==> src/rtl/button_cmd_pkg.sv <==
// Shared types and code-field helpers for the button command decoder.
// The helpers take the bus width as an argument so one definition serves every N_BUTTONS.
package button_cmd_pkg;

   typedef enum logic {RELEASED = 1'b0, PRESSED = 1'b1} dec_state_t;

   localparam int FREQ_RESET_DEF = 4;
   localparam int LP_RESET_DEF   = 1;
   localparam int HP_RESET_DEF   = 2;

   function automatic logic [31:0] low_mask(input int n);
      return (32'd1 << n) - 32'd1;
   endfunction

   // All low bits set with the top bit clear is the mute code (7 for a 4-bit bus).
   function automatic logic is_mute(input int w, input logic [31:0] code);
      return (code[w-1] == 1'b0) && ((code & low_mask(w-1)) == low_mask(w-1));
   endfunction

   function automatic logic is_freq(input int w, input logic [31:0] code);
      return (code[w-1] == 1'b0) && !is_mute(w, code) && (code != 32'd0);
   endfunction

   function automatic logic is_lp(input int w, input logic [31:0] code);
      return ((code >> (w-2)) & 32'd3) == 32'd2;
   endfunction

   function automatic logic is_hp(input int w, input logic [31:0] code);
      return ((code >> (w-2)) & 32'd3) == 32'd3;
   endfunction

endpackage

==> src/rtl/button_cmd_decoder_if.sv <==
// Button bus in, decoded settings and command strobe out.
interface button_cmd_decoder_if #(parameter int W = 4);
   logic [W-1:0] buttons;
   logic         mute;
   logic [W-2:0] freq_select;
   logic [W-3:0] lowpass_select;
   logic [W-3:0] highpass_select;
   logic         cmd_valid;
   logic [W-1:0] cmd_code;

   modport master (
      output buttons,
      input  mute, freq_select, lowpass_select, highpass_select, cmd_valid, cmd_code
   );

   modport slave (
      input  buttons,
      output mute, freq_select, lowpass_select, highpass_select, cmd_valid, cmd_code
   );
endinterface

==> src/rtl/button_debounce.sv <==
// Two-flop synchroniser plus stability counter; chg pulses for one cycle when a new
// code has been stable long enough to replace stable_code.
module button_debounce #(
   parameter int W               = 4,
   parameter int DEBOUNCE_CYCLES = 48000
) (
   input  logic         clk_48,
   input  logic         reset,
   input  logic [W-1:0] buttons,
   output logic [W-1:0] stable_code,
   output logic         chg
);
   localparam int            CW       = $clog2(DEBOUNCE_CYCLES + 1);
   localparam logic [CW-1:0] CNT_LAST = CW'(DEBOUNCE_CYCLES - 1);

   logic [W-1:0]  sync1_q, sync2_q, cand_q, stable_q;
   logic [CW-1:0] cnt_q;
   logic          chg_q;

   always_ff @(posedge clk_48 or posedge reset) begin
      if (reset) begin
         sync1_q  <= '0;
         sync2_q  <= '0;
         cand_q   <= '0;
         stable_q <= '0;
         cnt_q    <= '0;
         chg_q    <= 1'b0;
      end else begin
         sync1_q <= buttons;
         sync2_q <= sync1_q;
         chg_q   <= 1'b0;
         if (sync2_q != cand_q) begin
            cand_q <= sync2_q;
            cnt_q  <= '0;
         end else if (cnt_q != CNT_LAST) begin
            cnt_q <= cnt_q + 1'b1;
         end else begin
            // Counter parks at terminal count; only a real change of code pulses chg.
            stable_q <= cand_q;
            chg_q    <= (cand_q != stable_q);
         end
      end
   end

   assign stable_code = stable_q;
   assign chg         = chg_q;
endmodule

==> src/rtl/button_cmd_decoder.sv <==
// Debounced button code -> one command per press, applied to persistent strip settings.
//  state    | meaning
//  RELEASED | no code held; next non-zero stable code is a press
//  PRESSED  | a code is held; only a different non-zero code (rollover) issues a command
module button_cmd_decoder
   import button_cmd_pkg::*;
#(
   parameter int N_BUTTONS       = 4,
   parameter int DEBOUNCE_CYCLES = 48000,
   parameter int FREQ_RESET      = FREQ_RESET_DEF,
   parameter int LP_RESET        = LP_RESET_DEF,
   parameter int HP_RESET        = HP_RESET_DEF
) (
   input  logic                 clk_48,
   input  logic                 reset,
   button_cmd_decoder_if.slave  btn
);
   localparam int W = N_BUTTONS;

   logic [W-1:0] stable;
   logic         chg;

   button_debounce #(.W(W), .DEBOUNCE_CYCLES(DEBOUNCE_CYCLES)) u_debounce (
      .clk_48      (clk_48),
      .reset       (reset),
      .buttons     (btn.buttons),
      .stable_code (stable),
      .chg         (chg)
   );

   dec_state_t   state_q, state_d;
   logic         mute_q, mute_d;
   logic [W-2:0] freq_q, freq_d;
   logic [W-3:0] lp_q, lp_d, hp_q, hp_d;
   logic         cmd_valid_q, cmd_valid_d;
   logic [W-1:0] cmd_code_q, cmd_code_d;
   logic         apply;

   always_ff @(posedge clk_48 or posedge reset) begin
      if (reset) begin
         state_q     <= RELEASED;
         mute_q      <= 1'b0;
         freq_q      <= (W-1)'(FREQ_RESET);
         lp_q        <= (W-2)'(LP_RESET);
         hp_q        <= (W-2)'(HP_RESET);
         cmd_valid_q <= 1'b0;
         cmd_code_q  <= '0;
      end else begin
         state_q     <= state_d;
         mute_q      <= mute_d;
         freq_q      <= freq_d;
         lp_q        <= lp_d;
         hp_q        <= hp_d;
         cmd_valid_q <= cmd_valid_d;
         cmd_code_q  <= cmd_code_d;
      end
   end

   always_comb begin
      state_d     = state_q;
      mute_d      = mute_q;
      freq_d      = freq_q;
      lp_d        = lp_q;
      hp_d        = hp_q;
      cmd_valid_d = 1'b0;
      cmd_code_d  = cmd_code_q;
      apply       = 1'b0;

      case (state_q)
         RELEASED: if (chg && (stable != '0)) begin
            apply   = 1'b1;
            state_d = PRESSED;
         end
         PRESSED: if (chg) begin
            if (stable == '0) state_d = RELEASED;
            else              apply   = 1'b1;
         end
         default: state_d = RELEASED;
      endcase

      if (apply) begin
         cmd_valid_d = 1'b1;
         cmd_code_d  = stable;
         if (is_mute(W, 32'(stable)))      mute_d = ~mute_q;
         else if (is_freq(W, 32'(stable))) freq_d = stable[W-2:0];
         else if (is_lp(W, 32'(stable)))   lp_d   = stable[W-3:0];
         else if (is_hp(W, 32'(stable)))   hp_d   = stable[W-3:0];
      end
   end

   assign btn.mute            = mute_q;
   assign btn.freq_select     = freq_q;
   assign btn.lowpass_select  = lp_q;
   assign btn.highpass_select = hp_q;
   assign btn.cmd_valid       = cmd_valid_q;
   assign btn.cmd_code        = cmd_code_q;
endmodule

==> src/flat_wrapper.sv <==
// flat-port wrapper written by rule: the top's interface ports become plain ports
module button_cmd_decoder_flat import button_cmd_pkg::*;
#(
   parameter int N_BUTTONS       = 4,
   parameter int DEBOUNCE_CYCLES = 48000,
   parameter int FREQ_RESET      = FREQ_RESET_DEF,
   parameter int LP_RESET        = LP_RESET_DEF,
   parameter int HP_RESET        = HP_RESET_DEF
)
  (clk_48, reset, btn_buttons, btn_mute, btn_freq_select, btn_lowpass_select, btn_highpass_select, btn_cmd_valid, btn_cmd_code);
  button_cmd_decoder_if #(.W(4)) btn_i ();
  input  logic clk_48;
  input  logic reset;
  input wire logic [$bits(btn_i.buttons)-1:0] btn_buttons;
  output wire logic [$bits(btn_i.mute)-1:0] btn_mute;
  output wire logic [$bits(btn_i.freq_select)-1:0] btn_freq_select;
  output wire logic [$bits(btn_i.lowpass_select)-1:0] btn_lowpass_select;
  output wire logic [$bits(btn_i.highpass_select)-1:0] btn_highpass_select;
  output wire logic [$bits(btn_i.cmd_valid)-1:0] btn_cmd_valid;
  output wire logic [$bits(btn_i.cmd_code)-1:0] btn_cmd_code;
  assign btn_i.buttons = btn_buttons;
  assign btn_mute = btn_i.mute;
  assign btn_freq_select = btn_i.freq_select;
  assign btn_lowpass_select = btn_i.lowpass_select;
  assign btn_highpass_select = btn_i.highpass_select;
  assign btn_cmd_valid = btn_i.cmd_valid;
  assign btn_cmd_code = btn_i.cmd_code;
  button_cmd_decoder #(.N_BUTTONS(N_BUTTONS), .DEBOUNCE_CYCLES(DEBOUNCE_CYCLES), .FREQ_RESET(FREQ_RESET), .LP_RESET(LP_RESET), .HP_RESET(HP_RESET)) u_core (.clk_48(clk_48), .reset(reset), .btn(btn_i));
endmodule
==> config.mk <==
export PLATFORM = sky130hd
export DESIGN_NAME = button_cmd_decoder_flat
export DESIGN_NICKNAME = d
export VERILOG_FILES = /design/src/rtl/button_cmd_pkg.sv /design/src/rtl/button_cmd_decoder_if.sv /design/src/rtl/button_debounce.sv /design/src/rtl/button_cmd_decoder.sv /design/src/flat_wrapper.sv
export SDC_FILE = /design/constraint.sdc
export NUM_CORES = 1
export LEC_CHECK = 0
export CAP_MARGIN = 20
export CORE_MARGIN = 2
export CORE_UTILIZATION = 45
export DETAILED_ROUTE_END_ITERATION = 8
export PLACE_DENSITY = 0.65
export SETUP_SLACK_MARGIN = 0.3
export SLEW_MARGIN = 20
export SYNTH_ARGS = -nofsm -noshare
export SYNTH_HDL_FRONTEND = slang
export SYNTH_SLANG_ARGS = --single-unit
==> constraint.sdc <==
create_clock -name clk_48 -period 2.58 [get_ports clk_48]
set_input_delay 0.387 -clock clk_48 [delete_from_list [all_inputs] [get_ports clk_48]]
set_output_delay 0.387 -clock clk_48 [all_outputs]
set_load 0.005 [all_outputs]
==> results.ini, run 1 <==
[status]
status = finished clean

[logic_synthesis]
yosys.area.top_type = dfrtp_1
syn_avg_cell_area_um2 = 11.4
synth_commonest_cells = dfrtp_1 (43), xnor2_1 (14), nor2_1 (13)
synth_edf_count = 0
yosysMostFrequentCell = dfrtp_1
synth_cells = 176
synth-seq-area-share_pct = 57.3
async_flop_share_pct = 100
synth_cell_types = 37
yosys-top-cells-area = dfrtp_1 (53%), xnor2_1 (6.1%), dfstp_2 (3.9%)
syn_nets = 183
synth-main-ff-cell = dfrtp_1
synth_area_mm2 = 0.00201
synth_top_area_share_pct = 53.4
ys_ff_latch = 46
ys_warn_count = 0

[critical_path]
r2r_setup_slack_ps = 570
reg2reg_from = u_core.u_debounce.cnt_q[0]$_DFFE_PP0N_
slowest_stage = nor4_4
r2r_cells = 5
start_kind = flop
max_stage_delay_ps = 510
r2r_end = u_core.u_debounce.stable_code[0]$_DFFE_PP0P_
arrival_ps = 2190
cp-startpoint = u_core.u_debounce.cnt_q[0]$_DFFE_PP0N_
critical_path.endpoint = u_core.u_debounce.stable_code[0]$_DFFE_PP0P_
timing.critical_path.required_ps = 2760
path_max_fanout = 10
endpoint_kind = flop
cp_num_buf_inv = 0
critPathTopFamily = simple AND/OR/NAND/NOR gates
criticalPathCategory = flop to flop
cp_num_cells = 5
path_cells = ha_1 > nand4_1 > nor4_4 > nand2_4 > mux2_4

[global_route]
antenna_found_initial = 0
grt_pass1_vias = 1413
grt_pass1_wl_um = 6620
grt_usage_pct = 16.6
overflow = 0
grt_max_degree = 26

[sta]
setup_viol = 0
period_share_pct = 77.7
min_period_ps = 2010
slew_headroom_pct = 42.7
worstMarginPinSlew_ps = 854
clock_skew_ps = 10.1
fin_tns_setup_ps = 0
rsz0062_at_grt = false
fmax_mhz = 499
slew_viol_final = 0
finalHoldViolCount = 0

[route]
vias_per_cell = 5.56
wl_per_cell_um = 14.5
drt_iter0_drc = 83
drtPass1Iterations = 4
vias = 1367
drt_wl_total_um = 3570
route.detailed.drc = 0
ant_nets = 0

[placed_design]
port_buffers = 18
hpwl_um = 2580
gp_congestion = 0.786
dp_cells = 238

[clocking]
cts_setup_buffers = 0
h-tree-depth = 2
cts_made_buffers = 5
cts.sinks = 46
cts_resized = 0
hold_buffers = 0
clkLatencyLatePin_ps = 290
clk_path_buf_depth = 2
root_buffer = clkbuf_8
cts_tree = built
clk_pin_slew_worst_paths_ps = 80

[layout]
drive_gt1_share_pct = 12.4
nets = 200
instances_no_fill = 246
syn_to_final_growth_pct = 16.5
final_util_pct = 54.3
antenna_cells = 0

[floorplan]
rows = 24
initial_core_util_pct = 46.6
fp.dieW_um = 70.9
die_h_um = 70.9
ios = 19
die_area_mm2 = 0.00503
core-area_mm2 = 0.00432

[run]
cap_viol_max_count = 0

[pwr]
combPwrFrac_pct = 3.2
p_int_mw = 1.02
peakVddDrop_mv = 0.327
p_switching_mw = 0.265
power_frac_seq_pct = 57.6
leakage_nw = 0.992
switching_share_pct = 20.7
p_per_area_mw_per_mm2 = 547
power.share.clock_pct = 39.2

[min_path]
hold_path.class = flop to flop

==> worst register-to-register path: cells and delay by family (launching register included) <==
| family | cells | cell delay (ps) |
|---|---|---|
| flops | 1 | 440 |
| fa+ha+maj | 1 | 300 |
| simple gates | 3 | 850 |
| mux | 1 | 320 |
==> layout by cell type, fill, tap and decap left out, types with 4 or more instances in the layout <==
cell type         n
nand3_1           6
nor2_1           13
inv_1             5
dfrtp_1          43
mux2_4            4
a21oi_1           6
clkbuf_8          8
o22ai_1           5
nand2_1          10
clkdlybuf4s50_1  18
nor3_1           10
xor2_1            4
nand4_1           7
xnor2_1          14
==> kinds of logic (layout without fill, tap and decap cells) <==
| family | Yosys count | in the layout | share of synthesized area [%] |
|---|---|---|---|
| adder cells (fa/ha/maj) | 1 | 1 | 0.621 |
| flip-flops | 46 | 46 | 57.3 |
| multiplexers | 8 | 8 | 5.16 |
| AO/OA/AOI/OAI | 25 | 25 | 8.26 |
| AND/OR/NAND/NOR | 62 | 62 | 17.8 |
| buffers and inverters | 16 | 34 | 2.98 |
| XOR/XNOR | 18 | 18 | 7.83 |
==> routing by layer <==
metal | global-route usage (%) | vias to the layer above | share of wire [%] | wire length [um]
met3 | 4.70 | 2 | 3.6 | 128
li1 | - | 659 | - | -
met4 | 3.14 | 0 | 0.36 | 13
met5 | 0 | - | 0 | 0
met2 | 26.8 | 19 | 49 | 1730
met1 | 22.8 | 687 | 47 | 1700
==> sequential cells by signal, indices dropped and copies added, names as in the netlist <==
signal,cells
u_core.u_debounce.cnt_q,16
u_core.btn.cmd_code,4
u_core.u_debounce.cand_q,4
u_core.u_debounce.stable_code,4
u_core.u_debounce.sync1_q,4
u_core.u_debounce.sync2_q,4
u_core.btn.freq_select,3
u_core.btn.highpass_select,2
u_core.btn.lowpass_select,2
u_core.btn.cmd_valid,1
u_core.btn.mute,1
u_core.u_debounce.chg,1
==> stage by stage <==
stage / power (mW) / hold slack, ps / area, um^2 / setup WS [ps]
floorplan: 0.779 / 331 / 2010 / 788
global placement: 0.793 / 334 / 2240 / 664
detailed placement: 0.797 / 340 / 2240 / 583
CTS: 1.29 / 359 / 2350 / 576
global route: 1.33 / 362 / 2350 / 407
finish: 1.28 / 356 / 2350 / 575
==> cell type report <==
| type | instances | area [um^2] |
|---|---|---|
| clock buffer | 8 | 110 |
| fill | 394 | 1980 |
| inverter | 6 | 22.5 |
| multi-input combinational | 114 | 800 |
| sequential | 46 | 1150 |
| tap | 52 | 65.1 |
| timing repair buffer | 20 | 195 |
==> power groups by stage <==
stage	sequential [mW]	clock, mW	combinational, mW
after floorplan	0.751	0	0.0276
after global routing	0.741	0.546	0.0479
after detailed placement	0.754	0	0.0430
final	0.739	0.503	0.0414
after global placement	0.753	0	0.0406
after CTS	0.739	0.511	0.0434
==> worst min path at each step <==
stage	from	endpoint	slack, ps	cells after the start
global placement	u_core.u_debounce.sync1_q[1]$_DFF_PP0_	u_core.u_debounce.sync2_q[1]$_DFF_PP0_	330	0
finish	u_core.u_debounce.sync1_q[0]$_DFF_PP0_	u_core.u_debounce.sync2_q[0]$_DFF_PP0_	360	0
floorplan	u_core.u_debounce.sync1_q[0]$_DFF_PP0_	u_core.u_debounce.sync2_q[0]$_DFF_PP0_	330	0
CTS	u_core.u_debounce.sync1_q[0]$_DFF_PP0_	u_core.u_debounce.sync2_q[0]$_DFF_PP0_	360	0
detailed placement	u_core.u_debounce.sync1_q[0]$_DFF_PP0_	u_core.u_debounce.sync2_q[0]$_DFF_PP0_	340	0
global route	u_core.u_debounce.sync1_q[0]$_DFF_PP0_	u_core.u_debounce.sync2_q[0]$_DFF_PP0_	360	0
Note: power is estimated with default switching activity, not from simulation.
==> run 2, diff against run 1 <==
clock period = 2.05 ns   (was 2.58 ns; I/O delays follow)
==> run 2 against run 1 <==
Compared with the run above: sequential share of layout area is 2.1 points lower; utilization is 2.7 points higher; routed wire length is 0.90% lower; critical path depth is 1 higher; critical endpoint is now u_core.u_debounce.cnt_q[3]$_DFFE_PP0N_; via count up 1.5%; cell count grew 4.5%; die area unchanged; total power rose by 28%; sequential power is 26% higher.
==> results.ini, run 2 (synthesis results as in run 1) <==
[status]
status = finished clean

[pwr]
p_int_mw = 1.31  ; +29%
power_frac_seq_pct = 56.4  ; -1.2 points
p_switching_mw = 0.337  ; +27%
switching_share_pct = 20.5  ; -0.22 points
peakVddDrop_mv = 0.443  ; +35%
leakage_nw = 1.04  ; +4.5%
total_power_mw = 1.65  ; +28%
power.share.clock_pct = 39.9  ; +0.7 points
p_per_area_mw_per_mm2 = 669  ; +22%
combPwrFrac_pct = 3.7  ; +0.5 points

[global_route]
grt_usage_pct = 15.6  ; -0.97 points
grt_pass1_vias = 1394  ; -1.3%
overflow = 0  ; unchanged
grt_max_degree = 19  ; -27%
antenna_found_initial = 0  ; unchanged
grt_pass1_wl_um = 6260  ; -5.5%

[layout]
regMostFlops = u_core.u_debounce.cnt_q
fill_cells = 384  ; -2.5%
antenna_cells = 0  ; unchanged
instances_no_fill = 257  ; +4.5%
final_cell_mix = dfrtp_1 (38), clkdlybuf4s50_1 (18), xnor2_1 (14), nor2_1 (13), buf_4 (12)
syn_to_final_growth_pct = 22.4
regArea_mm2 = 0.00116  ; +0.54%
final_common_cell = dfrtp_1
final_util_pct = 57.0  ; +2.7 points
final_area_mm2 = 0.00246  ; +5.0%
drive_gt1_share_pct = 20.0  ; +7.6 points
largest_register_ffs = 16  ; unchanged
multi_input_area_um2 = 816  ; +2.0%
nets = 211  ; +5.5%

[clocking]
cts_made_buffers = 5  ; unchanged
root_buffer = clkbuf_8
clkLatencyLatePin_ps = 290  ; about the same
clk_path_buf_depth = 2  ; unchanged
cts_tree = built
clk_pin_slew_worst_paths_ps = 80  ; about the same
h-tree-depth = 2  ; unchanged
hold_buffers = 0  ; unchanged
cts.sinks = 46  ; unchanged

[route]
vias_per_cell = 5.40  ; -2.8%
top_layer_used = met4
wl_per_cell_um = 13.8  ; -5.1%
drt_wl_total_um = 3540  ; -0.90%
ant_nets = 0  ; unchanged
vias = 1388  ; +1.5%
wl_met1_um = 1660  ; -2.2%
drtPass1Iterations = 4  ; unchanged
wl_met3_um = 143  ; +12%
met2_length_um = 1710  ; -1.5%
route.detailed.drc = 0  ; unchanged
drt_iter0_drc = 73  ; -12%

[sta]
min_period_ps = 1680  ; -329 ps
fmax_mhz = 596  ; +20%
clock_skew_ps = 5.08  ; -5.01 ps
rsz0062_at_grt = false
fin_tns_setup_ps = 0  ; unchanged
slew_headroom_pct = 50.9  ; +8.2 points
worst_hold_slack_ps = 356  ; +0.258 ps
finalHoldViolCount = 0  ; unchanged
setup_viol = 0  ; unchanged
slew_viol_final = 0  ; unchanged
setup_ws_ps = 373  ; -201 ps
worstMarginPinSlew_ps = 732  ; -123 ps
period_share_pct = 81.8  ; +4.1 points

[placed_design]
hpwl_um = 2420  ; -6.2%
place_ws_ps = 295  ; -288 ps
dp_cells = 242  ; +1.7%
port_buffers = 18  ; unchanged
dpl_cell_area_mm2 = 0.00229  ; +2.5%
gp_congestion = 0.789  ; +0.38%

[critical_path]
cp_num_buf_inv = 1  ; +1
criticalPathCategory = flop to flop
timing.critical_path.required_ps = 2270  ; -490 ps
path_max_fanout = 8  ; -2
critical_path.endpoint = u_core.u_debounce.cnt_q[3]$_DFFE_PP0N_
cp-startpoint = u_core.u_debounce.cnt_q[0]$_DFFE_PP0N_
reg2reg_from = u_core.u_debounce.cnt_q[0]$_DFFE_PP0N_
start_kind = flop
path_cells = ha_4 > nand4_1 > nor4_4 > buf_4 > or3_2 > a21oi_2
cp_num_cells = 6  ; +1
max_stage_delay_ps = 470  ; -40 ps
r2r_end = u_core.u_debounce.cnt_q[3]$_DFFE_PP0N_
r2r_setup_slack_ps = 370  ; -200 ps
r2r_cells = 6  ; +1
arrival_ps = 1890  ; -300 ps
critPathTopFamily = simple AND/OR/NAND/NOR gates
slowest_stage = or3_2
endpoint_kind = flop

[min_path]
hold_path.class = input port to async pin

[floorplan]
rows = 24  ; unchanged
fp.dieW_um = 70.9  ; unchanged
die_h_um = 70.9  ; unchanged
ios = 19  ; unchanged
die_area_mm2 = 0.00503  ; unchanged
initial_core_util_pct = 46.6  ; unchanged
core-area_mm2 = 0.00432  ; unchanged

[run]
cap_viol_max_count = 0  ; unchanged

run 2: worst min-delay path by stage:
stage / start / endpoint / depth (start not counted)
4_1_cts: u_core.u_debounce.sync1_q[3]$_DFF_PP0_ / u_core.u_debounce.sync2_q[3]$_DFF_PP0_ / 0
3_3_place_gp: u_core.u_debounce.sync1_q[1]$_DFF_PP0_ / u_core.u_debounce.sync2_q[1]$_DFF_PP0_ / 0
3_5_place_dp: u_core.u_debounce.sync1_q[1]$_DFF_PP0_ / u_core.u_debounce.sync2_q[1]$_DFF_PP0_ / 0
6_report: reset / u_core.u_debounce.cnt_q[7]$_DFFE_PP0N_ / 2
2_1_floorplan: u_core.u_debounce.sync1_q[0]$_DFF_PP0_ / u_core.u_debounce.sync2_q[0]$_DFF_PP0_ / 0
5_1_grt: u_core.u_debounce.sync1_q[3]$_DFF_PP0_ / u_core.u_debounce.sync2_q[3]$_DFF_PP0_ / 0
run 2: power groups by stage:
stage                     clock (mW)  combinational, mW  sequential (mW)
final                          0.658             0.0610            0.930
after global routing           0.719             0.0693            0.932
after CTS                      0.680             0.0603            0.931
after detailed placement           0             0.0600            0.949
after global placement             0             0.0584            0.948
after floorplan                    0             0.0349            0.946
run 2: area by class of cell:
cell class	instances	area share (%)
inverter	6	0.914
multi-input combinational	114	33.1
tap	52	2.64
clock buffer	6	2.94
timing repair buffer	31	11.8
sequential	46	47.1
clock inverter	2	1.52
run 2: per-layer routing:
layer  vias up  global-route usage (%)
li1        676                       -
met1       677                    19.7
met3         4                    4.56
met5         -                       0
met2        31                    26.5
met4         0                    4.19
run 2: what timing repair did:
action,CTS,global route
setup endpoints to repair,4,11
gates resized for setup,1,5
setup buffers,0,7
pin swaps,1,2
